==> src/rtl/pwm_dac_pkg.sv <==
// ============================================================================
// Module      : pwm_dac_pkg
// Description : Shared constants and the offset-binary helpers for pwm_dac.
// Revision    : 1.0 - initial release
// ============================================================================
`default_nettype none

package pwm_dac_pkg;

  localparam int unsigned SAMPLE_BITS_DEF = 10;
  localparam int unsigned PWM_BITS_DEF    = 8;

  // Midscale code of a BITS-wide unsigned field (also the offset-binary zero).
  function automatic logic [31:0] midscale(input int unsigned bits);
    return 32'(1) << (bits - 1);
  endfunction

  // Two's complement -> offset binary: flip the sign bit, keep the rest.
  function automatic logic [31:0] to_ob(input logic [31:0] s, input int unsigned bits);
    logic [31:0] mask;
    mask = (32'(1) << bits) - 32'd1;
    return (s ^ midscale(bits)) & mask;
  endfunction

endpackage

`default_nettype wire

==> src/rtl/pwm_dac_noise_shaper.sv <==
// ============================================================================
// Module      : pwm_dac_noise_shaper
// Description : First-order error feedback of the sub-PWM bits with duty
//               saturation; used only when PWM_DAC_DITHER_EN is defined.
// Revision    : 1.0 - initial release
// ============================================================================
`default_nettype none

module pwm_dac_noise_shaper
  import pwm_dac_pkg::*;
#(
  parameter int unsigned SAMPLE_BITS = SAMPLE_BITS_DEF,
  parameter int unsigned PWM_BITS    = PWM_BITS_DEF
) (
  input  logic                   clk,
  input  logic                   rst_n,
  input  logic                   load,
  input  logic [SAMPLE_BITS-1:0] sample_ob,
  output logic [PWM_BITS-1:0]    duty
);

  localparam int unsigned FRAC = SAMPLE_BITS - PWM_BITS;

  logic [FRAC-1:0]   err_q, err_d;
  logic [FRAC:0]     sum;
  logic [PWM_BITS:0] duty_wide;

  always_comb begin
    sum       = {1'b0, err_q} + {1'b0, sample_ob[FRAC-1:0]};
    duty_wide = {1'b0, sample_ob[SAMPLE_BITS-1 -: PWM_BITS]} + {{PWM_BITS{1'b0}}, sum[FRAC]};
    // A carry out of full-scale hi would wrap to zero; clamp to MAX instead.
    duty      = duty_wide[PWM_BITS] ? '1 : duty_wide[PWM_BITS-1:0];
    err_d     = load ? sum[FRAC-1:0] : err_q;
  end

  always_ff @(posedge clk or negedge rst_n) begin
    if (!rst_n) err_q <= '0;
    else        err_q <= err_d;
  end

endmodule

`default_nettype wire

==> src/rtl/pwm_dac.sv <==
// ============================================================================
// Module      : pwm_dac
// Description : Signed sample to single-pin PWM with pending/current sample
//               registers; define PWM_DAC_DITHER_EN for noise shaping.
// Revision    : 1.0 - initial release
// ============================================================================
`default_nettype none

module pwm_dac
  import pwm_dac_pkg::*;
#(
  parameter int unsigned SAMPLE_BITS = SAMPLE_BITS_DEF,
  parameter int unsigned PWM_BITS    = PWM_BITS_DEF
) (
  input  logic                   clk,
  input  logic                   rst_n,
  input  logic                   ena,
  input  logic [SAMPLE_BITS-1:0] sample,
  input  logic                   sample_valid,
  output logic                   pwm_out,
  output logic                   frame_strobe,
  output logic                   overrun
);

  localparam logic [PWM_BITS-1:0]    CNT_MAX  = '1;
  localparam logic [PWM_BITS-1:0]    DUTY_RST = PWM_BITS'(midscale(PWM_BITS));
  localparam logic [SAMPLE_BITS-1:0] CUR_RST  = SAMPLE_BITS'(midscale(SAMPLE_BITS));

  logic [PWM_BITS-1:0]    cnt_q, cnt_d;
  logic [PWM_BITS-1:0]    duty_q, duty_d;
  logic [SAMPLE_BITS-1:0] cur_q, cur_d;
  logic [SAMPLE_BITS-1:0] pend_q, pend_d;
  logic                   pend_flag_q, pend_flag_d;
  logic                   pwm_q, pwm_d;

  logic                   load;
  logic [SAMPLE_BITS-1:0] ob;
  logic [SAMPLE_BITS-1:0] source;
  logic [PWM_BITS-1:0]    duty_next;

  assign ob     = SAMPLE_BITS'(to_ob(32'(sample), SAMPLE_BITS));
  assign load   = ena && (cnt_q == CNT_MAX);
  assign source = pend_flag_q ? pend_q : cur_q;

`ifdef PWM_DAC_DITHER_EN
  pwm_dac_noise_shaper #(
    .SAMPLE_BITS (SAMPLE_BITS),
    .PWM_BITS    (PWM_BITS)
  ) u_shaper (
    .clk       (clk),
    .rst_n     (rst_n),
    .load      (load),
    .sample_ob (source),
    .duty      (duty_next)
  );
`else
  assign duty_next = source[SAMPLE_BITS-1 -: PWM_BITS];
`endif

  always_comb begin
    cnt_d       = cnt_q;
    duty_d      = duty_q;
    cur_d       = cur_q;
    pend_d      = pend_q;
    pend_flag_d = pend_flag_q;
    pwm_d       = pwm_q;

    if (ena) begin
      cnt_d = cnt_q + 1'b1;
      pwm_d = (cnt_q < duty_q);
    end

    if (load) begin
      cur_d  = source;
      duty_d = duty_next;
    end

    // A write coinciding with a load becomes pending for the following frame.
    if (sample_valid) begin
      pend_d      = ob;
      pend_flag_d = 1'b1;
    end else if (load) begin
      pend_flag_d = 1'b0;
    end
  end

  always_ff @(posedge clk or negedge rst_n) begin
    if (!rst_n) begin
      cnt_q       <= '0;
      duty_q      <= DUTY_RST;
      cur_q       <= CUR_RST;
      pend_q      <= '0;
      pend_flag_q <= 1'b0;
      pwm_q       <= 1'b0;
    end else begin
      cnt_q       <= cnt_d;
      duty_q      <= duty_d;
      cur_q       <= cur_d;
      pend_q      <= pend_d;
      pend_flag_q <= pend_flag_d;
      pwm_q       <= pwm_d;
    end
  end

  assign pwm_out      = pwm_q;
  assign frame_strobe = load;
  assign overrun      = sample_valid && pend_flag_q && !load;

endmodule

`default_nettype wire

==> config.mk <==
export PLATFORM = sky130hd
export DESIGN_NAME = pwm_dac
export DESIGN_NICKNAME = d
export VERILOG_FILES = /design/src/rtl/pwm_dac_pkg.sv /design/src/rtl/pwm_dac_noise_shaper.sv /design/src/rtl/pwm_dac.sv
export SDC_FILE = /design/constraint.sdc
export NUM_CORES = 1
export LEC_CHECK = 0
export BUFFER_PORTS_ARGS = -buffer_cell sky130_fd_sc_hd__buf_2
export CAP_MARGIN = 30
export CORE_ASPECT_RATIO = 0.9
export CORE_UTILIZATION = 55
export CTS_CLUSTER_SIZE = 40
export DETAILED_ROUTE_END_ITERATION = 10
export PLACE_DENSITY = 0.77
export SYNTH_ARGS = -nofsm -noshare
export SYNTH_HDL_FRONTEND = slang
export SYNTH_SLANG_ARGS = --single-unit
==> constraint.sdc <==
create_clock -name clk -period 1.9 [get_ports clk]
set_clock_uncertainty 0.15 [all_clocks]
set_input_delay 0.57 -clock clk [delete_from_list [all_inputs] [get_ports clk]]
set_output_delay 0.57 -clock clk [all_outputs]
set_load 0.02 [all_outputs]
==> flow_summary.yaml, run 1 <==
route:
  via_per_inst: 5.41
  first_iter_violations: 9
  wl_microns: 2070
  remaining_drc_errors: 0
  num_vias: 800
  routedWlPerCell_microns: 14.0
  dr.pass1.iters: 4
  ant_nets: 0
place:
  dp.final_hpwl_microns: 1580
  numPortBuffers: 14
  dp.cells: 141
  gp_congestion: 0.837
clock_network:
  cts_made_buffers: 3
  clock_latency_ns: 0.33
  cts_root_buf: "clkbuf_4"
  clock_sinks: 26
  clkTransAtPathRegs_ns: 0.14
  htreeDepth: 1
  hold_buffers: 0
  clock_path_buffers: 2
  cts_tree: "yes"
run:
  cap_violations: 0
floorplanning:
  die_w_microns: 52.0
  start_util: 0.615
  rows: 15
  pin_count: 17
  die_h_microns: 47.0
  fp.coreArea_sq_um: 2010
  die_area_sq_um: 2440
run_status:
  status: "finished with violations"
  violations: "setup timing"
finish:
  final_cell_mix: "dfrtp_1, buf_2, buf_4, inv_1"
  layout_commonest_cell: "dfrtp_1"
  diodes: 0
  final_util: 0.748
  final_layout_size_suffix_gt1_frac: 0.439
  final_cells: 148
  nets: 146
  syn_to_final_growth_pct: 21.6
global_routing:
  grt-ovfl-total: 0
  grt_pass1_vias: 784
  gr-usage-all-layers: 0.212
  antenna_found_initial: 0
  grt_first_pass_wirelength_microns: 3620
  grt_max_degree: 27
worst_setup_path:
  cp.arrival_ns: 1.53
  rr_startpoint: "cnt_q[1]$_DFFE_PN0P_"
  cp_max_fo: 3
  critPathLaunch: "cnt_q[1]$_DFFE_PN0P_"
  worstSetupEndpointType: "output port"
  startpoint_type: "register"
  crit_type: "reg2out"
  cp.required_ns: 1.18
sta:
  rsz0062_at_grt: "true"
  fin_ws_ns: -0.345
  finalCritPeriodShare: 1.18
  period_minus_slack_ns: 2.25
  whs_ns: 0.0648
  slew-limit-headroom: 0.615
  clock.fmax_mhz: 445
  finalHoldViolCount: 0
  tightest_slew_ns: 0.578
  finalMaxSlewViolations: 0
  setup_viol: 2
synthesis:
  syn-cell-area_sq_um: 1230
  ys_ff_latch: 26
  yosysWarnings: 0
  synthCells: 94
  synth_area_per_cell_sq_um: 13.1
  syn-num-nets: 116
  ys_seq_area_frac: 0.528
  yosysUniqueCellTypes: 27
power:
  ir_worst_vdd_mv: 0.800
  p_per_area_nw_per_um2: 1090
  leakagePower_nw: 0.726
worst_hold_path:
  hold_class: "in2async"
-- per-layer routing --
layer | wire length, microns | vias up | global-route usage | part of all wire
li1 | - | 382 | - | -
met3 | 94 | 3 | 0.0680 | 0.045
met4 | 13 | 0 | 0.0486 | 0.0063
met2 | 1030 | 19 | 0.374 | 0.50
met5 | 0 | - | 0 | 0
met1 | 935 | 396 | 0.257 | 0.45
-- stage by stage --
step	area [sq um]	total power, W	worst slack [ns]	setup TNS [ns]
floorplan	1230	0.000997	0.00433	0
global placement	1400	0.00118	-0.169	-0.206
detailed placement	1400	0.00121	-0.167	-0.217
CTS	1490	0.00162	-0.339	-0.551
global route	1500	0.00175	-0.415	-0.703
finish	1500	0.00164	-0.345	-0.561
-- cell usage after synthesis --
library cell  count  share of area
dfrtp_1          25           0.51
inv_1             9          0.027
ha_1              8          0.081
mux2_2            8          0.073
mux2_4            8          0.097
nand2_1           5          0.015
xnor2_1           5          0.035
nand3_1           3          0.012
a21oi_1           2         0.0081
and3_1            2          0.010
nor2_1            2         0.0061
xor2_1            2          0.014
a2111oi_0         1         0.0071
a21o_1            1         0.0061
and2b_1           1         0.0061
and4_4            1         0.0091
and4b_1           1         0.0081
clkbuf_1          1         0.0030
clkinv_2          1         0.0040
dfstp_2           1          0.021
nand2_4           1         0.0091
nand2b_1          1         0.0051
nand3_4           1          0.014
nand4_1           1         0.0051
nor3_1            1         0.0040
o21ai_0           1         0.0040
o311ai_0          1         0.0071
-- power breakdown --
part           internal (W)  switching [W]  leakage, nW  total [W]
Combinational      0.000301       0.000248        0.376   0.000549
Sequential         0.000653      0.0000567        0.322   0.000710
Clock              0.000214       0.000165       0.0279   0.000379
-- flip-flops by register name, summed over array words and instances (netlist names) --
name / count
cnt_q: 8
duty_q: 8
pend_flag_q: 1
pend_q: 8
pwm_out: 1
-- worst max-delay path, stage by stage, from the launching register on --
cell and delay [ns]:
dfrtp_1 0.38, ha_2 0.18, and4_4 0.23, nand3_4 0.09, and3_4 0.19, buf_6 0.12
-- kinds of logic (layout without fill, tap and decap cells) --
group,after synthesis,count (layout),synth area share
flops,26,26,0.528
simple gates,20,20,0.104
mux,16,16,0.170
buf+inv,11,40,0.0344
fa+ha+maj,8,8,0.0811
xor+xnor,7,7,0.0496
compound gates,6,6,0.0324
-- final cells by class --
| type | count | area (sq um) |
|---|---|---|
| inverter | 10 | 38.8 |
| tap | 25 | 31.3 |
| clock inverter | 1 | 30.0 |
| sequential | 26 | 652 |
| timing repair buffer | 26 | 173 |
| fill | 132 | 507 |
| multi-input combinational | 57 | 554 |
| clock buffer | 3 | 22.5 |
-- worst paths after layout --
path / end / slack (ns) / cells past startpoint
worst max-delay path: overrun / -0.35 / 5
worst min-delay path: duty_q[6]$_DFFE_PN0P_ / 0.06 / 1
worst max register to register: duty_q[4]$_DFFE_PN0P_ / 0.13 / 7
worst min register to register: duty_q[1]$_DFFE_PN0P_ / 0.38 / 1
max in group asynchronous: duty_q[4]$_DFFE_PN0P_ / 1.16 / 1
min in group clk: pend_q[9]$_DFFE_PN0P_ / 0.24 / 2
-- what timing repair did --
action	CTS	global route
setup endpoints to repair	2	3
resized for setup	6	2
pin swaps	2	0
buffers inserted	2	1
No activity file was read; power rests on OpenSTA's default activity.
==> run 2, diff against run 1 <==
--- a/config.mk
+++ b/config.mk
@@ -5,7 +5,7 @@
 export SDC_FILE = /design/constraint.sdc
 export NUM_CORES = 1
 export LEC_CHECK = 0
-export BUFFER_PORTS_ARGS = -buffer_cell sky130_fd_sc_hd__buf_2
+export BUFFER_PORTS_ARGS = -buffer_cell sky130_fd_sc_hd__buf_4
 export CAP_MARGIN = 30
 export CORE_ASPECT_RATIO = 0.9
 export CORE_UTILIZATION = 55
==> flow_summary.yaml, run 2 (synthesized netlist as in run 1, its figures left out) <==
power:
  p_per_area_nw_per_um2: 1070
  ir_worst_vdd_mv: 0.777
  leakagePower_nw: 0.746
  power_w: 0.00166
route:
  first_iter_violations: 17
  routedWlPerCell_microns: 14.7
  num_vias: 800
  remaining_drc_errors: 0
  dr.pass1.iters: 4
  via_per_inst: 5.33
  wl_microns: 2200
  ant_nets: 0
sta:
  fin_ws_ns: -0.323
  tightest_slew_ns: 0.336
  finalMaxSlewViolations: 0
  setup_viol: 2
  whs_ns: 0.240
  slew-limit-headroom: 0.776
  finalHoldViolCount: 0
  rsz0062_at_grt: "true"
  fin_setup_tns_ns: -0.628
  finalCritPeriodShare: 1.17
  period_minus_slack_ns: 2.22
  clock.fmax_mhz: 450
worst_setup_path:
  r2r_cells: 8
  cp_max_fo: 2
  worstSetupEndpointType: "output port"
  startpoint_type: "register"
  rr_startpoint: "cnt_q[0]$_DFFE_PN0P_"
  cp.arrival_ns: 1.50
  r2r_setup_slack_ns: 0.07
  crit_type: "reg2out"
  cp.required_ns: 1.18
  worstReg2RegEnd: "duty_q[0]$_DFFE_PN0P_"
clock_network:
  cts_tree: "yes"
  cts_made_buffers: 3
  clock_latency_ns: 0.33
  clock_path_buffers: 2
  htreeDepth: 1
  clkTransAtPathRegs_ns: 0.14
  cts_root_buf: "clkbuf_4"
  clock_sinks: 26
finish:
  diodes: 0
  syn_to_final_growth_pct: 25.8
  nets: 148
  layout_commonest_cell: "dfrtp_1"
  final_layout_size_suffix_gt1_frac: 0.440
  postLayoutCellArea_sq_um: 1550
  reg.largest.list: "cnt_q (8), duty_q (8), pend_q (8)"
  final_cell_mix: "dfrtp_1, buf_4, inv_1, mux2_2, mux2_4"
place:
  gp_congestion: 0.825
  dp_slack_ns: -0.163
  dp.final_hpwl_microns: 1610
  placed_cell_area_sq_um: 1440
  numPortBuffers: 14
global_routing:
  gr-usage-all-layers: 0.215
  grt_first_pass_wirelength_microns: 3590
  grt_max_degree: 27
  antenna_found_initial: 0
  grt-ovfl-total: 0
  grt_pass1_vias: 779
floorplanning:
  die_h_microns: 47.0
  fp.coreArea_sq_um: 2010
  rows: 15
  start_util: 0.615
  die_area_sq_um: 2440
  pin_count: 17
  die_w_microns: 52.0
worst_hold_path:
  hold_end: "pend_q[9]$_DFFE_PN0P_"
  hold_path_startpoint: "sample[9]"
  hold_class: "in2reg"
  hold_depth: 2
run:
  cap_violations: 0
run_status:
  violations: "setup timing"
  status: "finished with violations"
==> run 2: cell types whose count changed in the layout (fill, tap and decap cells not counted) <==
cell,before,now
buf_6,2,3
inv_4,0,1
dlygate4sd3_1,0,1
buf_2,12,0
clkinv_2,1,0
buf_4,12,24
==> run 2: final cells by class <==
| class | instances | area (sq um) |
|---|---|---|
| Clock buffer | 3 | 22.5 |
| Sequential cell | 26 | 652 |
| Tap cell | 25 | 31.3 |
| Clock inverter | 1 | 30.0 |
| Fill cell | 134 | 454 |
| Timing Repair Buffer | 28 | 224 |
| Multi-Input combinational cell | 57 | 554 |
| Inverter | 10 | 40.0 |
==> run 2: metrics by stage <==
| step | std cells | util |
|---|---|---|
| after detailed placement | 142 | 0.718 |
| final | 150 | 0.774 |
| after floorplan | 94 | - |
| after global routing | 150 | 0.774 |
| after CTS | 150 | 0.768 |
| after global placement | 142 | 0.718 |
==> run 2: how the worst max path moves through the flow <==
| stage | from | to | slack (ns) |
|---|---|---|---|
| after floorplan | sample_valid | overrun | 0.004 |
| after global placement | ena | overrun | -0.16 |
| after detailed placement | ena | overrun | -0.16 |
| after CTS | cnt_q[1]$_DFFE_PN0P_ | overrun | -0.33 |
| after global routing | cnt_q[0]$_DFFE_PN0P_ | overrun | -0.39 |
| final | cnt_q[0]$_DFFE_PN0P_ | overrun | -0.32 |
==> run 2: report_power, final <==
group	leakage (nW)	total, W	switching [W]	internal, W
clock network	0.0279	0.000384	0.000171	0.000214
logic	0.396	0.000559	0.000246	0.000313
registers	0.322	0.000716	0.0000620	0.000654
==> run 2: layer usage <==
layer | up-vias | part of all wire | GRT usage
li1 | 388 | - | -
met1 | 395 | 0.44 | 0.252
met2 | 15 | 0.52 | 0.392
met3 | 2 | 0.034 | 0.0583
met4 | 0 | 0.0059 | 0.0649
met5 | - | 0 | 0
==> run 2: timing repair <==
item | 4_1_cts | 5_1_grt
hold buffers | 1 | 0
hold endpoints to repair | 25 | 0
setup endpoints to repair | 2 | 9
gates resized for setup | 4 | 4
pin swaps | 2 | 1
setup buffers | 3 | 0
==> run 2: critical path, stage by stage (launching register included) <==
cell	delay, ns
dfrtp_1	0.38
ha_2	0.18
and4_4	0.23
nand3_4	0.08
and3_4	0.18
buf_6	0.12
==> run 3, diff against run 2 <==
--- a/config.mk
+++ b/config.mk
@@ -12,6 +12,8 @@
 export CTS_CLUSTER_SIZE = 40
 export DETAILED_ROUTE_END_ITERATION = 10
 export PLACE_DENSITY = 0.77
+export REMOVE_ABC_BUFFERS = 1
+export SLEW_MARGIN = 10
 export SYNTH_ARGS = -nofsm -noshare
 export SYNTH_HDL_FRONTEND = slang
 export SYNTH_SLANG_ARGS = --single-unit
==> flow_summary.yaml, run 3 (synthesized netlist as in run 1, its figures left out) <==
run_status:
  status: "finished with violations"
  violations: "setup timing"
route:
  ant_nets: 0
  routedWlPerCell_microns: 13.8
  dr_wl_met3_microns: 107
  wl_microns: 2050
  via_per_inst: 5.29
  first_iter_violations: 4
  dr.pass1.iters: 4
  wl_met1_microns: 884
  wl_met2_microns: 1010
  remaining_drc_errors: 0
  top_layer_used: "met4"
  num_vias: 783
finish:
  reg.largest.list: "cnt_q (8), duty_q (8), pend_q (8)"
  fillers: 127
  final_layout_size_suffix_gt1_frac: 0.423
  layout_commonest_cell: "dfrtp_1"
  diodes: 0
  syn_to_final_growth_pct: 25.2
  nets: 146
  final_cell_mix: "dfrtp_1, buf_4, inv_1, mux2_2, mux2_4"
worst_setup_path:
  cp.arrival_ns: 1.52
  worstReg2RegEnd: "duty_q[3]$_DFFE_PN0P_"
  r2r_cells: 8
  rr_startpoint: "cnt_q[0]$_DFFE_PN0P_"
  startpoint_type: "register"
  critPathLaunch: "cnt_q[0]$_DFFE_PN0P_"
  cp_max_fo: 2
  crit_type: "reg2out"
  critPathCapture: "overrun"
  r2r_setup_slack_ns: 0.08
  worstSetupEndpointType: "output port"
  cp.required_ns: 1.18
place:
  dp.final_hpwl_microns: 1460
  numPortBuffers: 14
  gp_congestion: 0.811
power:
  p_seq_frac: 0.442
  p_per_area_nw_per_um2: 1040
  power_w: 0.00161
  switching_power_w: 0.000460
  p_sw_frac: 0.285
  p_int_w: 0.00115
  p_comb_frac: 0.324
  leakagePower_nw: 0.739
  power.share.clock: 0.235
  ir_worst_vdd_mv: 0.701
floorplanning:
  die_w_microns: 52.0
  die_h_microns: 47.0
  pin_count: 17
  start_util: 0.615
  fp.coreArea_sq_um: 2010
  die_area_sq_um: 2440
  rows: 15
sta:
  finalMaxSlewViolations: 0
  period_minus_slack_ns: 2.24
  tightest_slew_ns: 0.417
  clock.fmax_mhz: 447
  setup_viol: 2
  finalCritPeriodShare: 1.18
  rsz0062_at_grt: "true"
  fin_ws_ns: -0.336
  slew-limit-headroom: 0.721
  finalHoldViolCount: 0
  whs_ns: 0.245
clock_network:
  cts_made_buffers: 3
  clkTransAtPathRegs_ns: 0.14
  clock_path_buffers: 2
  htreeDepth: 1
  cts_root_buf: "clkbuf_4"
  clock_latency_ns: 0.33
  cts_tree: "yes"
  clock_sinks: 26
global_routing:
  grt-ovfl-total: 0
  gr-usage-all-layers: 0.203
  grt_first_pass_wirelength_microns: 3380
  grt_max_degree: 27
  antenna_found_initial: 0
  grt_pass1_vias: 783
worst_hold_path:
  hold_class: "in2reg"
  hold_path_startpoint: "sample[9]"
run:
  cap_violations: 0
==> run 3: what timing repair did <==
action | CTS | global route
hold buffers | 1 | 0
endpoints found under the hold margin | 25 | 0
cloned | 0 | 0
pin swaps | 2 | 1
setup endpoints to repair | 9 | 10
gates resized for setup | 4 | 5
buffers inserted | 1 | 0
==> run 3: metal layers <==
metal,GRT usage,vias up
li1,-,380
met1,0.242,377
met2,0.333,19
met3,0.0647,7
met4,0.108,0
met5,0,-
==> run 3: worst max-delay path, cell delays in order (launching register included) <==
cell and delay, ns:
dfrtp_1 0.39, ha_2 0.18, and4_4 0.23, nand3_4 0.08, and3_4 0.18, buf_6 0.12
==> run 3: cell type report <==
type | count | area [sq um] | area share
Clock buffer | 3 | 22.5 | 0.0146
Clock inverter | 1 | 30.0 | 0.0194
Inverter | 10 | 40.0 | 0.0259
Multi-Input combinational cell | 57 | 558 | 0.361
Sequential cell | 26 | 652 | 0.422
Tap cell | 25 | 31.3 | 0.0202
Timing Repair Buffer | 26 | 213 | 0.138
==> run 3: power by group through the flow <==
stage	logic, W	clock network, W	registers, W
finish	0.000522	0.000379	0.000713
global route	0.000590	0.000409	0.000726
CTS	0.000523	0.000387	0.000715
detailed placement	0.000506	0	0.000726
global placement	0.000476	0	0.000713
floorplan	0.000239	0	0.000755
==> run 3: worst min-delay path by stage <==
stage	end	slack, ns	depth (start not counted)
final	pend_q[9]$_DFFE_PN0P_	0.24	2
after global routing	pend_q[9]$_DFFE_PN0P_	0.23	2
after CTS	pend_q[9]$_DFFE_PN0P_	0.24	2
after detailed placement	cnt_q[3]$_DFFE_PN0P_	0.34	1
after global placement	cnt_q[2]$_DFFE_PN0P_	0.34	1
after floorplan	cnt_q[0]$_DFFE_PN0P_	0.12	0
==> run 3: metrics by stage <==
step | cells | TNS, ns | area (sq um) | util | setup WS [ns]
final | 148 | -0.665 | 1550 | 0.770 | -0.336
after global routing | 148 | -0.816 | 1550 | 0.770 | -0.411
after CTS | 148 | -0.708 | 1530 | 0.761 | -0.355
after detailed placement | 142 | -1.03 | 1440 | 0.718 | -0.146
after global placement | 142 | -0.876 | 1440 | 0.718 | -0.151
after floorplan | 93 | 0 | 1230 | - | 0.0364
